**src/rtl/mandel_pkg.sv**
```systemverilog
// -----------------------------------------------------------------------------
// mandel_pkg
// Shared types and constants for the Mandelbrot coordinate datapath.
//   COORD_WL / COORD_FRAC : default signed fixed-point format (Q4.28)
//   coord_t               : signed coordinate word
//   FIXED_ONE             : 1.0 in the default format
//   state_t               : pixel_coord_stream frame sequencer states
// -----------------------------------------------------------------------------
package mandel_pkg;

  localparam int COORD_WL   = 32;
  localparam int COORD_FRAC = 28;

  typedef logic signed [COORD_WL-1:0] coord_t;

  localparam coord_t FIXED_ONE = coord_t'(1) <<< COORD_FRAC;

  typedef enum logic [1:0] {
    ST_IDLE,
    ST_LOAD,
    ST_SCAN,
    ST_DONE
  } state_t;

endpackage

```
**src/rtl/lane_offset_gen.sv**
```systemverilog
// -----------------------------------------------------------------------------
// lane_offset_gen
// Registered table of k*step for k = 0..NUM_LANES-1, built with shift-and-add
// so no multiplier is needed. The table is captured when load is high and
// holds until the next load.
// Ports:
//   clk, reset : clock, synchronous active-high reset
//   load       : capture k*step for all lanes
//   step       : signed per-pixel increment
//   offsets    : lane k offset at bits [k*WORD_LENGTH +: WORD_LENGTH]
// -----------------------------------------------------------------------------
module lane_offset_gen #(
  parameter int WORD_LENGTH = 32,
  parameter int NUM_LANES   = 4
) (
  input  logic                               clk,
  input  logic                               reset,
  input  logic                               load,
  input  logic signed [WORD_LENGTH-1:0]      step,
  output logic [NUM_LANES*WORD_LENGTH-1:0]   offsets
);

  // k is at most 15, so five shifted partial terms cover every lane index.
  // Two's-complement wrap makes the unsigned sum equal the signed product.
  function automatic logic [WORD_LENGTH-1:0] scale(input logic [WORD_LENGTH-1:0] s,
                                                   input int k);
    logic [WORD_LENGTH-1:0] acc;
    acc = '0;
    for (int b = 0; b < 5; b++) begin
      if (((k >> b) & 1) != 0) acc = acc + (s << b);
    end
    return acc;
  endfunction

  // NOTE: the table is a handful of flops, not a RAM, so it is reset like any
  // other state; this keeps out_real at zero straight out of reset.
  always_ff @(posedge clk) begin
    if (reset) begin
      offsets <= '0;
    end else if (load) begin
      for (int k = 0; k < NUM_LANES; k++) begin
        offsets[k*WORD_LENGTH +: WORD_LENGTH] <= scale(step, k);
      end
    end
  end

endmodule

```
**src/rtl/pixel_coord_stream.sv**
```systemverilog
// -----------------------------------------------------------------------------
// pixel_coord_stream
// Raster-scanning pixel-to-complex mapper. A start pulse latches the view
// (centre, per-pixel step, screen size); the block then streams NUM_LANES
// consecutive pixels per beat as signed fixed-point (real, imag) over a
// valid/ready handshake, using incremental adds only.
//
// Build option: define PIXEL_CENTER_EN to sample pixel centres (half-step
// offset on both axes) instead of pixel top-left corners.
//
// Ports:
//   clk, reset           : clock, synchronous active-high reset
//   start                : begin a frame (honoured only when idle)
//   screen_width/height  : frame size in pixels (0 treated as 1)
//   real/imag_center     : signed view centre
//   step                 : signed per-pixel increment
//   busy                 : accepted start .. frame_done
//   out_valid/out_ready  : beat handshake
//   out_real             : lane i real at [i*WORD_LENGTH +: WORD_LENGTH]
//   out_imag             : row imaginary value, shared by all lanes
//   out_x / out_y        : x of lane 0, row index
//   out_lane_mask        : lane i holds a pixel inside the row
//   out_last             : final beat of the frame
//   frame_done           : one-cycle pulse after the final handshake
// -----------------------------------------------------------------------------
module pixel_coord_stream
  import mandel_pkg::*;
#(
  parameter int WORD_LENGTH = COORD_WL,
  parameter int FRAC        = COORD_FRAC,
  parameter int NUM_LANES   = 4,
  parameter int COORD_W     = 11
) (
  input  logic                              clk,
  input  logic                              reset,
  input  logic                              start,
  input  logic [COORD_W-1:0]                screen_width,
  input  logic [COORD_W-1:0]                screen_height,
  input  logic signed [WORD_LENGTH-1:0]     real_center,
  input  logic signed [WORD_LENGTH-1:0]     imag_center,
  input  logic signed [WORD_LENGTH-1:0]     step,
  output logic                              busy,
  output logic                              out_valid,
  input  logic                              out_ready,
  output logic [NUM_LANES*WORD_LENGTH-1:0]  out_real,
  output logic signed [WORD_LENGTH-1:0]     out_imag,
  output logic [COORD_W-1:0]                out_x,
  output logic [COORD_W-1:0]                out_y,
  output logic [NUM_LANES-1:0]              out_lane_mask,
  output logic                              out_last,
  output logic                              frame_done
);

  if (FRAC >= WORD_LENGTH || NUM_LANES < 1 || NUM_LANES > 16 ||
      (NUM_LANES & (NUM_LANES - 1)) != 0) begin : g_param_check
    $error("pixel_coord_stream: illegal parameter set");
  end

  localparam int PW         = COORD_W + WORD_LENGTH;
  localparam int LANE_SHIFT = $clog2(NUM_LANES);

  state_t state;

  // Configuration captured on the accepted start.
  logic [COORD_W-1:0]            cfg_w;
  logic [COORD_W-1:0]            cfg_h;
  logic signed [WORD_LENGTH-1:0] cfg_rc;
  logic signed [WORD_LENGTH-1:0] cfg_ic;
  logic signed [WORD_LENGTH-1:0] cfg_step;

  // Scan state.
  logic signed [WORD_LENGTH-1:0] real_min;
  logic signed [WORD_LENGTH-1:0] row_real;
  logic [NUM_LANES*WORD_LENGTH-1:0] lane_off;

  // Centre-to-edge offsets: full-width products, then wrapped to WORD_LENGTH.
  logic signed [PW-1:0]          step_ext;
  logic signed [PW-1:0]          half_w_ext;
  logic signed [PW-1:0]          half_h_ext;
  logic signed [WORD_LENGTH-1:0] real_min_calc;
  logic signed [WORD_LENGTH-1:0] imag_max_calc;
  logic signed [WORD_LENGTH-1:0] row_step;

  assign step_ext   = PW'(cfg_step);
  assign half_w_ext = PW'(cfg_w >> 1);
  assign half_h_ext = PW'(cfg_h >> 1);

`ifdef PIXEL_CENTER_EN
  logic signed [WORD_LENGTH-1:0] half_step;
  assign half_step     = cfg_step >>> 1;
  assign real_min_calc = cfg_rc - WORD_LENGTH'(half_w_ext * step_ext) + half_step;
  assign imag_max_calc = cfg_ic + WORD_LENGTH'(half_h_ext * step_ext) - half_step;
`else
  assign real_min_calc = cfg_rc - WORD_LENGTH'(half_w_ext * step_ext);
  assign imag_max_calc = cfg_ic + WORD_LENGTH'(half_h_ext * step_ext);
`endif

  assign row_step = cfg_step <<< LANE_SHIFT;

  // One extra bit so x + NUM_LANES cannot wrap near the maximum width.
  logic [COORD_W:0] x_next_ext;
  logic             row_end;
  logic             last_row;
  logic             fire;

  assign x_next_ext = {1'b0, out_x} + (COORD_W+1)'(NUM_LANES);
  assign row_end    = x_next_ext >= {1'b0, cfg_w};
  assign last_row   = out_y == (cfg_h - COORD_W'(1));
  assign out_last   = out_valid & last_row & row_end;
  assign fire       = out_valid & out_ready;

  lane_offset_gen #(
    .WORD_LENGTH (WORD_LENGTH),
    .NUM_LANES   (NUM_LANES)
  ) u_lane_offset_gen (
    .clk     (clk),
    .reset   (reset),
    .load    (state == ST_LOAD),
    .step    (cfg_step),
    .offsets (lane_off)
  );

  // Beat fields are pure functions of scan registers that only move on a
  // handshake, so they hold steady while the consumer stalls.
  for (genvar i = 0; i < NUM_LANES; i++) begin : g_lane
    assign out_real[i*WORD_LENGTH +: WORD_LENGTH] =
      row_real + lane_off[i*WORD_LENGTH +: WORD_LENGTH];
    assign out_lane_mask[i] =
      out_valid & (({1'b0, out_x} + (COORD_W+1)'(i)) < {1'b0, cfg_w});
  end

  // NOTE: every register here uses <= so all updates see pre-edge values,
  // regardless of statement order.
  always_ff @(posedge clk) begin
    if (reset) begin
      state      <= ST_IDLE;
      busy       <= 1'b0;
      out_valid  <= 1'b0;
      frame_done <= 1'b0;
      cfg_w      <= '0;
      cfg_h      <= '0;
      cfg_rc     <= '0;
      cfg_ic     <= '0;
      cfg_step   <= '0;
      real_min   <= '0;
      row_real   <= '0;
      out_imag   <= '0;
      out_x      <= '0;
      out_y      <= '0;
    end else begin
      case (state)
        ST_IDLE: begin
          frame_done <= 1'b0;
          if (start) begin
            cfg_w    <= (screen_width  == '0) ? COORD_W'(1) : screen_width;
            cfg_h    <= (screen_height == '0) ? COORD_W'(1) : screen_height;
            cfg_rc   <= real_center;
            cfg_ic   <= imag_center;
            cfg_step <= step;
            busy     <= 1'b1;
            state    <= ST_LOAD;
          end
        end

        ST_LOAD: begin
          real_min  <= real_min_calc;
          row_real  <= real_min_calc;
          out_imag  <= imag_max_calc;
          out_x     <= '0;
          out_y     <= '0;
          out_valid <= 1'b1;
          state     <= ST_SCAN;
        end

        ST_SCAN: begin
          if (fire) begin
            if (row_end) begin
              out_x    <= '0;
              row_real <= real_min;
              out_y    <= out_y + COORD_W'(1);
              out_imag <= out_imag - cfg_step;
            end else begin
              out_x    <= out_x + COORD_W'(NUM_LANES);
              row_real <= row_real + row_step;
            end
            if (out_last) begin
              out_valid  <= 1'b0;
              frame_done <= 1'b1;
              state      <= ST_DONE;
            end
          end
        end

        ST_DONE: begin
          frame_done <= 1'b0;
          busy       <= 1'b0;
          state      <= ST_IDLE;
        end

        default: state <= ST_IDLE;
      endcase
    end
  end

endmodule

```
**config.mk**
```make
export PLATFORM = sky130hd
export DESIGN_NAME = pixel_coord_stream
export DESIGN_NICKNAME = d
export VERILOG_FILES = /design/src/rtl/mandel_pkg.sv /design/src/rtl/lane_offset_gen.sv /design/src/rtl/pixel_coord_stream.sv
export SDC_FILE = /design/constraint.sdc
export NUM_CORES = 2
export LEC_CHECK = 0
export ABC_AREA = 1
export BUFFER_PORTS_ARGS = -buffer_cell sky130_fd_sc_hd__buf_2
export CORE_UTILIZATION = 50
export DETAILED_ROUTE_END_ITERATION = 8
export GPL_TIMING_DRIVEN = 0
export PLACE_DENSITY = 0.66
export SYNTH_ARGS = -nofsm -noshare
export SYNTH_HDL_FRONTEND = slang
export SYNTH_SLANG_ARGS = --single-unit
```
**constraint.sdc**
```tcl
create_clock -name clk -period 10.5 [get_ports clk]
set_input_delay 1.575 -clock clk [delete_from_list [all_inputs] [get_ports clk]]
set_output_delay 1.575 -clock clk [all_outputs]
set_load 0.005 [all_outputs]
```
==> results.md <==
Status:
- The run finished with clean final reports.

Die:
- The core outline area is around 87000 um2.
- The starting density of the core is between 50 and 60%.
- Pin placement for this block handled roughly 310 I/O pins.
- The chip width is 299 um.
- The floorplan die area is approximately 90000 um2.
- The initialized floorplan defines between 100 and 150 standard-cell rows.
- The die boundary height is 299 um.

Clock network:
- In this run the post-CTS setup repair buffer count came out at 0.
- After clock tree synthesis, the repair step resized 0 gates.
- The clock passes through at most 3 buffers.
- Clock tree synthesis selected as its root buffer the cell clkbuf_16.
- The clock-pin slew on the worst setup and hold paths is roughly 60 ps.
- The later pin in the worst-skew pair is clocked with a latency of between 600 and 700 ps.
- The number of buffers added to fix hold violations after cts is 0.
- The number of clock buffers added by TritonCTS is a little over 40.
- The TritonCTS clock tree is yes.
- The H-tree was split into 2 levels.
- For this design, the sink count on the clock tree is 302.

Timing:
- For the final database, setup skew stands at around 66 ps.
- Setup repair after global routing left no endpoint under its margin.
- The post-route fraction of the period consumed by the critical path is 71.6%.
- For the pin with the worst max-slew slack, the measured transition is roughly 1400 ps.
- The headroom to the max-slew limit is 7.13%.
- The setup violation total in the final timing report is 0.
- The hold violation total from the final report is 0.
- The minimum period implied by the final worst setup slack is ~7500 ps.
- The total count of max-transition violations in the final report came to 0.
- The summed negative setup slack over all endpoints is 0 ps.
- The maximum operating frequency is between 100 and 150 MHz.

Final layout:
- For this run, the post-layout net count is 7938.
- Compared with the post-synthesis result, the final layout area differs by 10.1%.
- Of the cells placed in the final design, the portion with a size suffix greater than 1 is around 6%.
- The final-layout fill cell count is 8783.
- The library cell used most frequently in the layout, excluding fill and tap cells, is inv_1.
- The top cell types in the final layout, fill and taps aside, are inv_1, nand2_1, a21oi_1, nor2_1, fa_1.

Worst setup path:
- The kind of launch point of the worst setup path is a register.
- The required time reported for the critical path endpoint is about 11000 ps.
- At the worst endpoint, the arrival time is roughly 8000 ps.
- The beginning of the worst register-to-register path is cfg_step[22]$_SDFFE_PP0P_.
- The maximum fanout along the worst path is 10.
- The worst setup path is captured at a register.
- The critical path is of the register to register type.
- The first element of the critical path is cfg_step[22]$_SDFFE_PP0P_.

Synth:
- The share of synthesized registers carrying an async set or reset is 0%.
- Yosys mapped a number of flops with a built-in enable equal to 0.
- The gate count after technology mapping is about 6600.
- After synthesis the cells add up to 44200 um2.
- The most used flip-flop cell after synthesis is dfxtp_1.
- After synthesis the netlist holds a flip-flop and latch count of approximately 300.
- Counting distinct cell types in the post-synthesis netlist gives 49.
- The Yosys warning count is 0.
- Of all cell types, the one taking the most synthesized area is fa_1.
- The portion of the post-synthesis area used by sequential elements is a little over an eighth.
- The post-synthesis average cell area is around 6.7 um2.
- The area fraction of the dominant cell type after synthesis is 21.0%.
- Yosys attributes the largest share of cell area to fa_1, dfxtp_1, inv_1.

Drt:
- In the routed design, unresolved DRC markers number 0.
- The remaining antenna violation count is 0.
- The total wirelength of the detailed-routed design is 196 mm.
- Across all layers, the routed design uses between 40000 and 50000 vias.
- The DRC marker count from the first detailed-route iteration is 4990.
- The wire length per cell after detailed routing is between 20 and 25 um.
- For this run, the detailed router's first-pass iteration total came to 9.
- Dividing the detail-routed via count by the number of cells gives 5.66.

Global route:
- The via count of the first global-routing pass is between 40000 and 50000.
- The first global-routing pass estimated between 200 and 300 mm of wire.
- The pin count of the biggest net entering global routing is 14.
- The total global routing track utilization is a little over two fifths.
- The number of antenna violations at the first check in global routing is 7.
- The total overflow left after global routing is 0.

Placed design:
- Routability-driven placement finished with a final weighted congestion of 1.08.
- The detailed placer's ending HPWL is between 150 and 200 mm.
- The count of input and output buffers is ~310.

Hold path:
- The startpoint of the worst hold path is cfg_rc[1]$_SDFFE_PP0P_.
- The worst hold-check path type is register to register.

Run:
- The number of max-cap violations is 0.
## stage by stage
step	instances	worst slack [ps]	utilization, %	area (um2)	hold WS [ps]
detailed placement	8092	3270	54.1	47200	457
global route	8167	2880	55.8	48600	487
floorplan	6629	5280	-	44200	435
finish	8167	2980	55.8	48600	459
CTS	8166	3200	55.8	48600	466
global placement	8092	3220	54.1	47200	451
## worst max-delay path: stages, from the launching register on
cell and delay (ps):
dfxtp_1 920, clkbuf_1 840, buf_1 580, nand2_1 160, fa_1 530, inv_1 50
fa_1 480, inv_1 60, fa_1 510, fa_1 570, inv_1 50, fa_1 560
inv_1 60, ha_1 360, inv_1 110, o21ai_0 140, nor2_1 170, a21boi_0 210
nand3_1 330, nand2_1 160, inv_1 60, o21ai_0 170, nand2_1 70, nor2_1 140
nor2_1 50
## per-layer routing
metal,share of wire [%],global-route usage (%)
met5,0.027,0
met4,6.5,24.1
met3,11,9.63
met2,44,67.9
met1,39,55.0
## synth_stat cells (all sizes together), types with 9 or more instances
| cell | n |
|---|---|
| o211ai | 40 |
| o21ai | 427 |
| xnor2 | 51 |
| ha | 373 |
| a21oi | 490 |
| nand3 | 298 |
| o21bai | 37 |
| fa | 463 |
| a21boi | 14 |
| xor2 | 115 |
| a31oi | 43 |
| a211oi | 18 |
| nand4 | 55 |
| nor3 | 53 |
| dfxtp | 302 |
| inv | 1506 |
| buf | 46 |
| nor2 | 475 |
| nand3b | 16 |
| nor4 | 13 |
| a21o | 39 |
| o21a | 9 |
| clkbuf | 209 |
| nand2 | 1497 |
## worst paths after layout
| check | end | slack (ps) | cells past startpoint |
|---|---|---|---|
| worst max-delay path | row_real[24]$_SDFFE_PP0P_ | 2980 | 24 |
| worst min-delay path | cfg_rc[1]$_SDFFE_PP0P_ | 460 | 2 |
| worst max register to register | row_real[24]$_SDFFE_PP0P_ | 2980 | 24 |
| worst min register to register | cfg_rc[1]$_SDFFE_PP0P_ | 460 | 2 |
## cells by family (layout without fill, tap and decap cells)
group	count (synthesis)	count (layout)	share of synthesized area, %
XOR/XNOR	166	166	3.29
AND/OR/NAND/NOR	2422	2422	22.2
other	1	3	0.00849
AO/OA/AOI/OAI	1137	1137	14.1
buffers and inverters	1762	2144	15.1
multiplexers	2	2	0.0453
flip-flops	302	302	13.7
adder cells (fa/ha/maj)	836	836	31.5
## layout make-up
cell class	instances	area, um2	area share (%)
multi-input cells	4565	31500	64.7
flip-flops and latches	302	6050	12.4
inverters	1507	5660	11.6
repair buffers	308	1540	3.17
well taps	1155	1450	2.97
clock buffers	54	1150	2.37
plain buffers	255	1020	2.09
clock inverters	20	302	0.620
diodes	1	2.50	0.00515
## sequential cells by signal, indices dropped and copies added (netlist names)
signal,count
cfg_w,11
u_lane_offset_gen.offsets,63
cfg_rc,32
state,2
row_real,32
out_imag,32
out_y,11
frame_done,1
cfg_h,11
real_min,32
out_x,9
busy,1
cfg_ic,32
cfg_step,32
out_valid,1
Power is not shown: default switching activity piles up to over one toggle a cycle in this logic, so the estimate is an artifact.
